**config.mk**
```make
export PLATFORM = sky130hd
export DESIGN_NAME = adder_share_ctrl
export DESIGN_NICKNAME = d
export VERILOG_FILES = /design/src/rtl/adder_share_ctrl.sv
export SDC_FILE = /design/constraint.sdc
export NUM_CORES = 1
export LEC_CHECK = 0
export BUFFER_PORTS_ARGS = -buffer_cell sky130_fd_sc_hd__buf_2
export CORE_ASPECT_RATIO = 0.6
export CORE_MARGIN = 2
export CORE_UTILIZATION = 57
export CTS_BUF_LIST = sky130_fd_sc_hd__clkbuf_8
export CTS_CLUSTER_DIAMETER = 100
export CTS_CLUSTER_SIZE = 14
export DETAILED_ROUTE_END_ITERATION = 10
export HOLD_SLACK_MARGIN = 0.02
export PLACE_DENSITY = 0.85
export SYNTH_ARGS = -nofsm -noshare
export SYNTH_HDL_FRONTEND = slang
export SYNTH_SLANG_ARGS = --single-unit
export TNS_END_PERCENT = 30
```
**constraint.sdc**
```tcl
create_clock -name clk -period 4.85 [get_ports clk]
set_clock_uncertainty 0.05 [all_clocks]
set_input_delay 0.2425 -clock clk [delete_from_list [all_inputs] [get_ports clk]]
set_output_delay 0.2425 -clock clk [all_outputs]
set_load 0.005 [all_outputs]
```
**src/rtl/adder_share_ctrl.sv**
```systemverilog
// Nibble-serial adder sequencer: two requesters share a single 4-bit adder slice.
// Operands are captured in IDLE, summed LS nibble first through a carry register,
// and the finished result is published with a done pulse tagged by requester ID.

module fourbit_adder (
   input  logic [3:0] a,
   input  logic [3:0] b,
   input  logic       cin,
   output logic [3:0] sum,
   output logic       cout
);

   assign {cout, sum} = {1'b0, a} + {1'b0, b} + {4'b0000, cin};

endmodule

module adder_share_ctrl #(
   parameter int NIBBLES = 4
) (
   input  logic                   clk,
   input  logic                   rst_n,
   input  logic                   req0,
   input  logic [4*NIBBLES-1:0]   a0,
   input  logic [4*NIBBLES-1:0]   b0,
   input  logic                   cin0,
   input  logic                   req1,
   input  logic [4*NIBBLES-1:0]   a1,
   input  logic [4*NIBBLES-1:0]   b1,
   input  logic                   cin1,
   output logic                   gnt0,
   output logic                   gnt1,
   output logic                   busy,
   output logic                   done,
   output logic                   done_id,
   output logic [4*NIBBLES-1:0]   sum,
   output logic                   cout
);

   localparam int W = 4 * NIBBLES;

   typedef enum logic [1:0] {
      IDLE,
      RUN,
      DONE
   } state_t;

   state_t         state;
   state_t         state_next;

   logic           ptr;
   logic           owner;
   logic           carry;
   logic [2:0]     idx;
   logic [W-1:0]   a_reg;
   logic [W-1:0]   b_reg;
   logic [W-1:0]   res_reg;

   logic [3:0]     nib_sum;
   logic           nib_cout;
   logic [W+3:0]   res_shift;
   logic           last_nib;
   logic           any_req;
   logic           win;

   fourbit_adder slice (
      .a    (a_reg[3:0]),
      .b    (b_reg[3:0]),
      .cin  (carry),
      .sum  (nib_sum),
      .cout (nib_cout)
   );

   // the new nibble enters at the top while the partial result slides down
   assign res_shift = {nib_sum, res_reg};
   assign last_nib  = (idx == 3'(NIBBLES - 1));
   assign any_req   = req0 | req1;
   assign win       = (req0 & req1) ? ptr : req1;

   // State register
   always_ff @(posedge clk or negedge rst_n) begin
      if (!rst_n) begin
         state <= IDLE;
      end else begin
         state <= state_next;
      end
   end

   // Next-state logic; gnt is decoded from the first RUN cycle, done from DONE
   always_comb begin
      state_next = state;
      gnt0       = 1'b0;
      gnt1       = 1'b0;
      busy       = 1'b0;
      done       = 1'b0;
      case (state)
         IDLE: begin
            if (any_req) begin
               state_next = RUN;
            end
         end
         RUN: begin
            busy = 1'b1;
            if (idx == 3'd0) begin
               gnt0 = ~owner;
               gnt1 = owner;
            end
            if (last_nib) begin
               state_next = DONE;
            end
         end
         DONE: begin
            busy       = 1'b1;
            done       = 1'b1;
            state_next = IDLE;
         end
         default: begin
            state_next = IDLE;
         end
      endcase
   end

   // Datapath: operand capture and arbitration in IDLE, nibble shifting in RUN
   always_ff @(posedge clk or negedge rst_n) begin
      if (!rst_n) begin
         ptr     <= 1'b0;
         owner   <= 1'b0;
         carry   <= 1'b0;
         idx     <= 3'd0;
         a_reg   <= '0;
         b_reg   <= '0;
         res_reg <= '0;
         sum     <= '0;
         cout    <= 1'b0;
         done_id <= 1'b0;
      end else begin
         case (state)
            IDLE: begin
               if (any_req) begin
                  a_reg <= win ? a1 : a0;
                  b_reg <= win ? b1 : b0;
                  carry <= win ? cin1 : cin0;
                  idx   <= 3'd0;
                  owner <= win;
                  ptr   <= ~win;
               end
            end
            RUN: begin
               res_reg <= res_shift[W+3:4];
               carry   <= nib_cout;
               a_reg   <= a_reg >> 4;
               b_reg   <= b_reg >> 4;
               idx     <= idx + 3'd1;
               if (last_nib) begin
                  sum     <= res_shift[W+3:4];
                  cout    <= nib_cout;
                  done_id <= owner;
               end
            end
            default: begin
            end
         endcase
      end
   end

endmodule

```
==> qor.csv, run 1 <==
metric,value,unit
status,completed,
syn-num-nets,416,
drive_above_1_share,32.5,%
drc,0,
power_density,709,nW/um^2
cap_violations,0,
fin_tns_setup,0,ns
fmax,345,MHz
yosysSeqAreaShare,50.2,%
worstMarginPinSlew,0.943,ns
dp_hpwl,5.43,mm
worstSetupEndpointType,flop,
post_cts_resized,0,
swShare,38.9,%
drv_slew,0,
antenna_found_initial,0,
finalSetupViolCount,0,
worst-path-max-fanout,43,
pwr-share-clk,19.0,%
setup_ws,1.95,ns
first_pass_iters,4,
post-route-cell-area,4160,um^2
p_sw,0.00115,W
grt_max_degree,71,
synth_top_area_cell,dfrtp_1,
drt_iter0_drc,207,
fillers,463,
cts_max_path_buffers,2,
nets,495,
row_count,22,
synth-adder-area-share,4.37,%
synth.area.mux_share,9.72,%
startpoint_type,flop,
worst-setup-path-type,reg2reg,
slew_headroom,37.1,%
coreArea,6000,um^2
die_area,6780,um^2
ant_nets,0,
post_cts_buffers,0,
gp_congestion,0.842,
ioPinCount,92,
final.period_utilization,59.8,%
seq_power_share,36.0,%
grt_pass1_wl,13.0,mm
critPathRequiredTime,5.00,ns
hold_class,in2async,
leakage,2.06,nW
diodes,0,
finalWirelength,7.89,mm
cts-hold-fix-buffers,0,
ir_worst_vdd,543,uV
clock-root-buffer,clkbuf_8,
synth_edf_count,0,
start_util,58.2,%
finalHoldViolCount,0,
min_period,2.90,ns
grt_usage,24.5,%
worstPathArrival,3.06,ns
async_flop_share,100,%
pre_cts_ws,2.01,ns
fp.dieH,64.6,um
vias_per_cell,5.64,
wire_per_inst,15.7,um
avgSynthCellArea,10.4,um^2
synth_cell_type_count,35,
io_buffers,91,
synth_area_leaders,"dfrtp_1, mux2_2, o31ai_1, a211oi_1, nand2_1",
grt_pass1_vias,2685,
rsz0062_at_grt,no,
intPower,0.00180,W
die_x,105,um
syn2layout_area_growth,19.3,%
cts_sinks,70,
ys_warn_count,0,
vias,2839,
synth-xor-area-share,0.251,%
synth-main-ff-cell,dfrtp_1,
cts_tree,built,
clk_pin_slew_worst_paths,0.07,ns
synth_top_family_by_area,compound AO/OA/AOI/OAI gates,
cts_max_level,3,
cts_made_buffers,9,
hold_ws,0.0285,ns
syn_inst,335,
power_frac_comb,45.0,%
synth_top_area_share,50.2,%
syn-cell-area,3490,um^2
dpl-instance-area,3930,um^2
grt-ovfl-total,0,
synth_compound_area_share,16.5,%
synth_seq_cells,70,
synth-simple-area-share,13.3,%
clkLatencyLatePin,0.35,ns
## worst max-delay path: stages (launching register included)
cell,delay [ns]
dfrtp_1,0.40
inv_1,0.09
ha_2,0.80
inv_1,0.70
o211ai_1,0.50
o21ai_0,0.19
## cell families (layout without fill, tap and decap cells)
logic type      after synthesis  after routing
mux                          31             31
fa+ha+maj                    11             11
compound gates               82             82
buf+inv                      37            121
xor+xnor                      1              1
flops                        70             70
simple gates                103            103
## power by group through the flow
stage | Sequential, W | Clock, W | Combinational, W
floorplan | 0.00103 | 0 | 0.00105
global placement | 0.00105 | 0 | 0.00125
detailed placement | 0.00107 | 0 | 0.00131
CTS | 0.00106 | 0.000560 | 0.00133
global route | 0.00109 | 0.000591 | 0.00149
finish | 0.00106 | 0.000561 | 0.00133
## synthesized netlist by cell type (2+ instances only)
cell type,number
a211oi_1,24
a21oi_1,7
a32o_1,2
and3_1,25
buf_1,2
buf_2,5
buf_4,3
buf_6,5
clkbuf_1,11
dfrtp_1,70
fa_1,2
ha_1,9
inv_1,10
mux2_2,23
mux2i_1,8
nand2_1,45
nor2_1,27
nor3_1,2
o21a_1,2
o21ai_0,12
o21ai_1,2
o31ai_1,26
## path summary, 6_finish.rpt
kind | start | end | slack (ns) | cells after the start
max in group asynchronous | rst_n | b_reg[10] | 4.14 | 2
worst min-delay path | rst_n | state[0] | 0.03 | 2
worst max register to register | state[1] | a_reg[13] | 1.95 | 5
min in group clk | b1[14] | b_reg[14] | 0.13 | 3
worst max-delay path | state[1] | a_reg[13] | 1.95 | 5
worst min register to register | a_reg[4] | a_reg[4] | 0.43 | 2
## routing by layer
| layer | track usage (%) | up-vias | part of all wire, % |
|---|---|---|---|
| li1 | - | 1353 | - |
| met5 | 0 | - | 0 |
| met3 | 6.74 | 18 | 7.0 |
| met1 | 33.8 | 1363 | 45 |
| met2 | 38.5 | 105 | 46 |
| met4 | 7.00 | 0 | 2.0 |
## per-stage QoR
stage | instances | utilization [%] | total power [W]
global placement | 487 | 65.4 | 0.00230
floorplan | 335 | - | 0.00207
finish | 503 | 69.3 | 0.00295
global route | 503 | 69.3 | 0.00318
CTS | 503 | 69.3 | 0.00295
detailed placement | 487 | 65.4 | 0.00238
## cells in the final DEF (no fill, tap or decap), drive strengths merged
| cell | instances |
|---|---|
| inv | 10 |
| o31ai | 26 |
| a211oi | 24 |
| ha | 9 |
| clkinvlp | 1 |
| a31oi | 1 |
| clkinv | 3 |
| o211ai | 1 |
| a32o | 2 |
| clkbuf | 9 |
| xnor2 | 1 |
| a22o | 1 |
| nand2 | 45 |
| fa | 2 |
| buf | 95 |
| or3b | 1 |
| nor3b | 1 |
| o21ai | 15 |
| a21o | 1 |
| nor3 | 2 |
| mux2 | 23 |
| bufinv | 3 |
| mux2i | 8 |
| nor2b | 1 |
| o22ai | 1 |
| dfrtp | 70 |
| nand2b | 1 |
| a21oi | 7 |
| o21a | 2 |
| and3 | 25 |
| nor2 | 27 |
| a211o | 1 |
## layout make-up
class | instances | area [um^2] | share of cell area (%)
Timing Repair Buffer | 95 | 485 | 11.7
Sequential cell | 70 | 1750 | 42.1
Inverter | 10 | 37.5 | 0.902
Clock inverter | 7 | 113 | 2.71
Clock buffer | 9 | 124 | 2.98
Multi-Input combinational cell | 228 | 1550 | 37.1
Tap cell | 84 | 105 | 2.53
Power figures use the tool's default switching activity.
==> run 2: changes to the inputs <==
--- a/config.mk
+++ b/config.mk
@@ -8,13 +8,13 @@
 export BUFFER_PORTS_ARGS = -buffer_cell sky130_fd_sc_hd__buf_2
 export CORE_ASPECT_RATIO = 0.6
 export CORE_MARGIN = 2
-export CORE_UTILIZATION = 57
+export CORE_UTILIZATION = 49
 export CTS_BUF_LIST = sky130_fd_sc_hd__clkbuf_8
 export CTS_CLUSTER_DIAMETER = 100
 export CTS_CLUSTER_SIZE = 14
 export DETAILED_ROUTE_END_ITERATION = 10
 export HOLD_SLACK_MARGIN = 0.02
-export PLACE_DENSITY = 0.85
+export PLACE_DENSITY = 0.78
 export SYNTH_ARGS = -nofsm -noshare
 export SYNTH_HDL_FRONTEND = slang
 export SYNTH_SLANG_ARGS = --single-unit
==> constraint.sdc (replaced) <==
create_clock -name clk -period 2.4 [get_ports clk]
set_clock_uncertainty 0.05 [all_clocks]
set_input_delay 0.12 -clock clk [delete_from_list [all_inputs] [get_ports clk]]
set_output_delay 0.12 -clock clk [all_outputs]
set_load 0.005 [all_outputs]
==> qor.csv, run 2 (synthesis gave the netlist of run 1 again) <==
metric,value,unit,change
drive_above_1_share,33.0,%,+0.57 points
drc,6,,+6
fin_cells,520,,+3.4%
coreArea,6790,um^2,+13%
met3_usage,6.99,%,+0.25 points
wire_per_inst,15.0,um,-4.7%
ioPinCount,92,,unchanged
ant_nets,0,,unchanged
vias_per_cell,5.40,,-4.3%
ir_worst_vdd,586,uV,+7.9%
grt_pass1_wl,13.1,mm,+0.85%
row_count,23,,+4.5%
worstPathArrival,2.42,ns,-0.64 ns
grt-ovfl-total,0,,unchanged
final_core_util,63.7,%,-5.6 points
r2r_end,b_reg[12],,
cts_sinks,70,,unchanged
finalSetupViolCount,0,,unchanged
dpl-instance-area,4030,um^2,+2.7%
met1_usage,30.0,%,-3.7 points
dp_hpwl,5.61,mm,+3.3%
die_x,113,um,+7.6%
grtUsageMet2,32.5,%,-5.9 points
final_cell_mix,"buf_2, dfrtp_1, nand2_1",,
worst-setup-path-type,reg2reg,,
cts_max_path_buffers,2,,unchanged
fin_tns_setup,0,ns,unchanged
violations,DRC,,
clk_pin_slew_worst_paths,0.08,ns,about the same
hold_class,in2reg,,
vias,2809,,-1.1%
diodes,0,,unchanged
cap_violations,0,,unchanged
critPathRequiredTime,2.61,ns,-2.39 ns
cts_tree,built,,
min_period,2.21,ns,-0.694 ns
cts_made_buffers,9,,unchanged
cts_max_level,3,,unchanged
first_pass_iters,8,,+4
drt_iter0_drc,163,,-21%
fillers,556,,+20%
post-route-cell-area,4330,um^2,+4.0%
worstMarginPinSlew,0.703,ns,-0.240 ns
slew_headroom,52.9,%,+16 points
gp_congestion,0.804,,-4.4%
post_cts_resized,0,,unchanged
status,"finished, violations left",,
grt_usage,21.3,%,-3.2 points
drv_slew,0,,unchanged
die_area,7830,um^2,+15%
syn2layout_area_growth,24.0,%,
rsz0062_at_grt,no,,
worstReg2RegStart,state[0],,
finalHoldViolCount,0,,unchanged
r2r_slack,0.19,ns,-1.76 ns
io_buffers,91,,unchanged
clock-root-buffer,clkbuf_8,,
top_usage_layer,met2,,
nets,509,,+2.8%
startpoint_type,flop,,
dp_cells,497,,+2.1%
start_util,51.4,%,-6.8 points
whs_path_depth,3,,
final.period_utilization,92.0,%,+32 points
antenna_found_initial,0,,unchanged
pre_cts_ws,0.231,ns,-1.78 ns
grt_max_degree,46,,-35%
worstSetupEndpointType,flop,,
setup_ws,0.192,ns,-1.76 ns
worst-path-max-fanout,26,,-40%
grt_pass1_vias,2750,,+2.4%
hold_start,a1[13],,
finalWirelength,7.78,mm,-1.4%
fmax,453,MHz,+31%
r2r_cells,7,,+2
hold_end,a_reg[13],,
fp.dieH,69.4,um,+7.4%
leakage,2.14,nW,+3.5%
power_density,1400,nW/um^2,+98%
layout_commonest_cell,buf_2,,
clkLatencyLatePin,0.34,ns,about the same
## run 2: changes by cell type in the layout (fill, tap and decap cells not counted), sizes merged
cell / before / now
dlygate4sd3: 0 / 7
clkinv: 3 / 1
buf: 95 / 102
inv: 10 / 13
bufinv: 3 / 2
## run 2: per-layer routing
| layer | wire [um] | part of all wire (%) |
|---|---|---|
| met1 | 3720 | 48 |
| met4 | 41 | 0.53 |
| met2 | 3490 | 45 |
| met5 | 0 | 0 |
| met3 | 518 | 6.7 |
## run 2: how the worst max path moves through the flow
| stage | startpoint | endpoint |
|---|---|---|
| final | state[0] | b_reg[12] |
| after global routing | state[0] | b_reg[12] |
| after CTS | state[0] | b_reg[12] |
| after detailed placement | state[0] | b_reg[12] |
| after global placement | state[0] | b_reg[10] |
| after floorplan | carry | carry |
## run 2: per-stage QoR
stage,hold slack (ns),total power [W]
floorplan,-0.226,0.00418
global placement,0.105,0.00489
detailed placement,0.106,0.00502
CTS,0.0273,0.00612
global route,0.0299,0.00659
finish,0.0345,0.00607
## run 2: where the power goes
part | switching, W | internal, W | total [W] | leakage (nW)
logic | 0.00152 | 0.00135 | 0.00287 | 1.16
registers | 0.000341 | 0.00179 | 0.00213 | 0.863
clock network | 0.000479 | 0.000597 | 0.00108 | 0.111
total | 0.00234 | 0.00373 | 0.00607 | 2.14
## run 2: worst max-delay path: stages (launching register included)
cell     delay [ns]
dfrtp_1        0.38
inv_1          0.10
ha_1           0.34
or3b_1         0.49
o21ai_4        0.31
buf_4          0.28
nand2_1        0.08
o21ai_0        0.09
## run 2: repair_timing
item | in CTS | in global routing
hold endpoints to repair | 28 | 0
setup buffers | 0 | 0
endpoints found under the setup margin | 0 | 0
hold buffers | 7 | 0
## run 2: final cells by class
| cell class | instances | area, um^2 | share of cell area, % |
|---|---|---|---|
| Tap cell | 87 | 109 | 2.52 |
| Multi-Input combinational cell | 228 | 1550 | 35.7 |
| Clock buffer | 9 | 124 | 2.86 |
| Clock inverter | 7 | 103 | 2.37 |
| Timing Repair Buffer | 109 | 658 | 15.2 |
| Inverter | 10 | 37.5 | 0.867 |
| Sequential cell | 70 | 1750 | 40.5 |
==> run 3: changes to the inputs <==
--- a/config.mk
+++ b/config.mk
@@ -15,6 +15,7 @@
 export DETAILED_ROUTE_END_ITERATION = 10
 export HOLD_SLACK_MARGIN = 0.02
 export PLACE_DENSITY = 0.78
+export REMOVE_ABC_BUFFERS = 1
 export SYNTH_ARGS = -nofsm -noshare
 export SYNTH_HDL_FRONTEND = slang
 export SYNTH_SLANG_ARGS = --single-unit
==> qor.csv, run 3 (synthesis gave the netlist of run 1 again) <==
metric,value,unit,change
status,"finished, violations left",,
violations,DRC,,
worstReg2RegStart,ptr,,
p_sw,0.00228,W,-2.4%
clkLatencyLatePin,0.35,ns,about the same
wire_per_inst,15.5,um,+3.7%
die_x,113,um,unchanged
fp.dieH,69.4,um,unchanged
drive_above_1_share,32.3,%,-0.68 points
die_area,7830,um^2,unchanged
min_period,2.15,ns,-0.0545 ns
drv_slew,0,,unchanged
grt_pass1_wl,13.5,mm,+3.4%
ant_nets,0,,unchanged
grt_usage,21.7,%,+0.47 points
critPathRequiredTime,2.56,ns,-0.05 ns
intPower,0.00347,W,-7.1%
ir_worst_vdd,509,uV,-13%
swShare,39.7,%,+1.2 points
setup_ws,0.246,ns,+0.0545 ns
cap_violations,0,,unchanged
clk_pin_slew_worst_paths,0.07,ns,about the same
coreArea,6790,um^2,unchanged
pre_cts_ws,0.424,ns,+0.193 ns
worst-path-max-fanout,27,,+3.8%
worstPathArrival,2.31,ns,-0.11 ns
io_buffers,91,,unchanged
post_cts_resized,0,,unchanged
dpl-instance-area,4010,um^2,-0.43%
drc,5,,-1
cts_tree,built,,
leakage,2.14,nW,about the same
seq_power_share,37.0,%,+1.9 points
worstSetupEndpointType,flop,,
finalSetupViolCount,0,,unchanged
row_count,23,,unchanged
cts_made_buffers,9,,unchanged
r2r_slack,0.25,ns,+0.05 ns
dp_hpwl,5.81,mm,+3.5%
ioPinCount,92,,unchanged
gp_congestion,0.745,,-7.4%
fillers,564,,+1.4%
grt_max_degree,31,,-33%
cts_max_path_buffers,2,,unchanged
first_pass_iters,8,,unchanged
final.period_utilization,89.7,%,-2.3 points
grt-ovfl-total,0,,unchanged
cts_sinks,70,,unchanged
rsz0062_at_grt,no,,
clock-root-buffer,clkbuf_8,,
final_cell_mix,"buf_2, dfrtp_1, nand2_1",,
finalWirelength,8.16,mm,+4.9%
antenna_found_initial,0,,unchanged
worstMarginPinSlew,0.669,ns,-0.0346 ns
layout_commonest_cell,buf_2,,
nets,515,,+1.2%
diodes,0,,unchanged
power_density,1340,nW/um^2,-4.7%
power_frac_comb,48.7,%,+1.5 points
fmax,464,MHz,+2.5%
drt_iter0_drc,164,,+0.61%
vias_per_cell,5.51,,+2.0%
start_util,51.4,%,unchanged
grt_pass1_vias,2870,,+4.4%
worst-setup-path-type,reg2reg,,
finalHoldViolCount,0,,unchanged
hold_start,a1[13],,
post-route-cell-area,4300,um^2,-0.61%
syn2layout_area_growth,23.3,%,
hold_class,in2reg,,
startpoint_type,flop,,
slew_headroom,55.2,%,+2.3 points
vias,2899,,+3.2%
pwr-share-clk,14.2,%,-3.5 points
cts_max_level,3,,unchanged
crit_path_start,ptr,,
[run 3: cell types whose count changed in the layout (fill, tap and decap cells not counted), moves of 3 or more]
cell           before  now
inv_6               3    0
buf_4               7   10
clkinv_2            0    3
dlygate4sd3_1       7   12
[run 3: through the flow]
step	setup TNS, ns	power, W	std cells	hold WS [ns]	util [%]
after floorplan	-10.10	0.00395	308	-0.226	-
after global placement	0	0.00477	498	0.0358	59.1
after detailed placement	0	0.00492	498	0.0381	59.1
after CTS	0	0.00580	526	0.0207	63.3
after global routing	0	0.00625	526	0.0262	63.3
final	0	0.00575	526	0.0205	63.3
[run 3: final cells by class]
type | instances | area [um^2] | share of cell area, %
clock buffers | 10 | 138 | 3.20
clock inverters | 6 | 30.0 | 0.698
inverters | 10 | 37.5 | 0.873
multi-input cells | 228 | 1550 | 35.9
flip-flops and latches | 70 | 1750 | 40.7
well taps | 87 | 109 | 2.53
repair buffers | 115 | 691 | 16.1
[run 3: worst max-delay path, cell delays in order, from the launching register on]
cell and delay (ns):
dfrtp_1 0.40, nand2b_1 0.17, nand2_1 0.30, buf_12 0.23
mux2i_1 0.22, dlygate4sd3_1 0.56, o21ai_0 0.06
[run 3: repair_timing]
action | 4_1_cts | 5_1_grt
buffers inserted | 0 | 0
setup endpoints to repair | 0 | 0
hold buffers | 12 | 0
hold endpoints to repair | 24 | 0
[run 3: power groups by stage]
stage | logic, W | clock network, W | registers, W
floorplan | 0.00188 | 0 | 0.00207
global placement | 0.00266 | 0 | 0.00211
detailed placement | 0.00278 | 0 | 0.00215
CTS | 0.00282 | 0.000845 | 0.00213
global route | 0.00313 | 0.000909 | 0.00221
finish | 0.00280 | 0.000819 | 0.00213
[run 3: worst paths after layout]
kind	end	cells past startpoint
worst max-delay path	b_reg[14]	6
worst min-delay path	a_reg[13]	3
worst max register to register	b_reg[14]	6
worst min register to register	a_reg[7]	2
max in group asynchronous	b_reg[3]	3
min in group asynchronous	sum[0]	2
[run 3: per-layer routing]
metal / up-vias / global-route usage, % / part of all wire [%]
met2: 94 / 33.9 / 47
li1: 1387 / - / -
met5: - / 0 / 0
met3: 6 / 7.08 / 7.1
met4: 0 / 5.56 / 0.71
met1: 1412 / 29.5 / 45
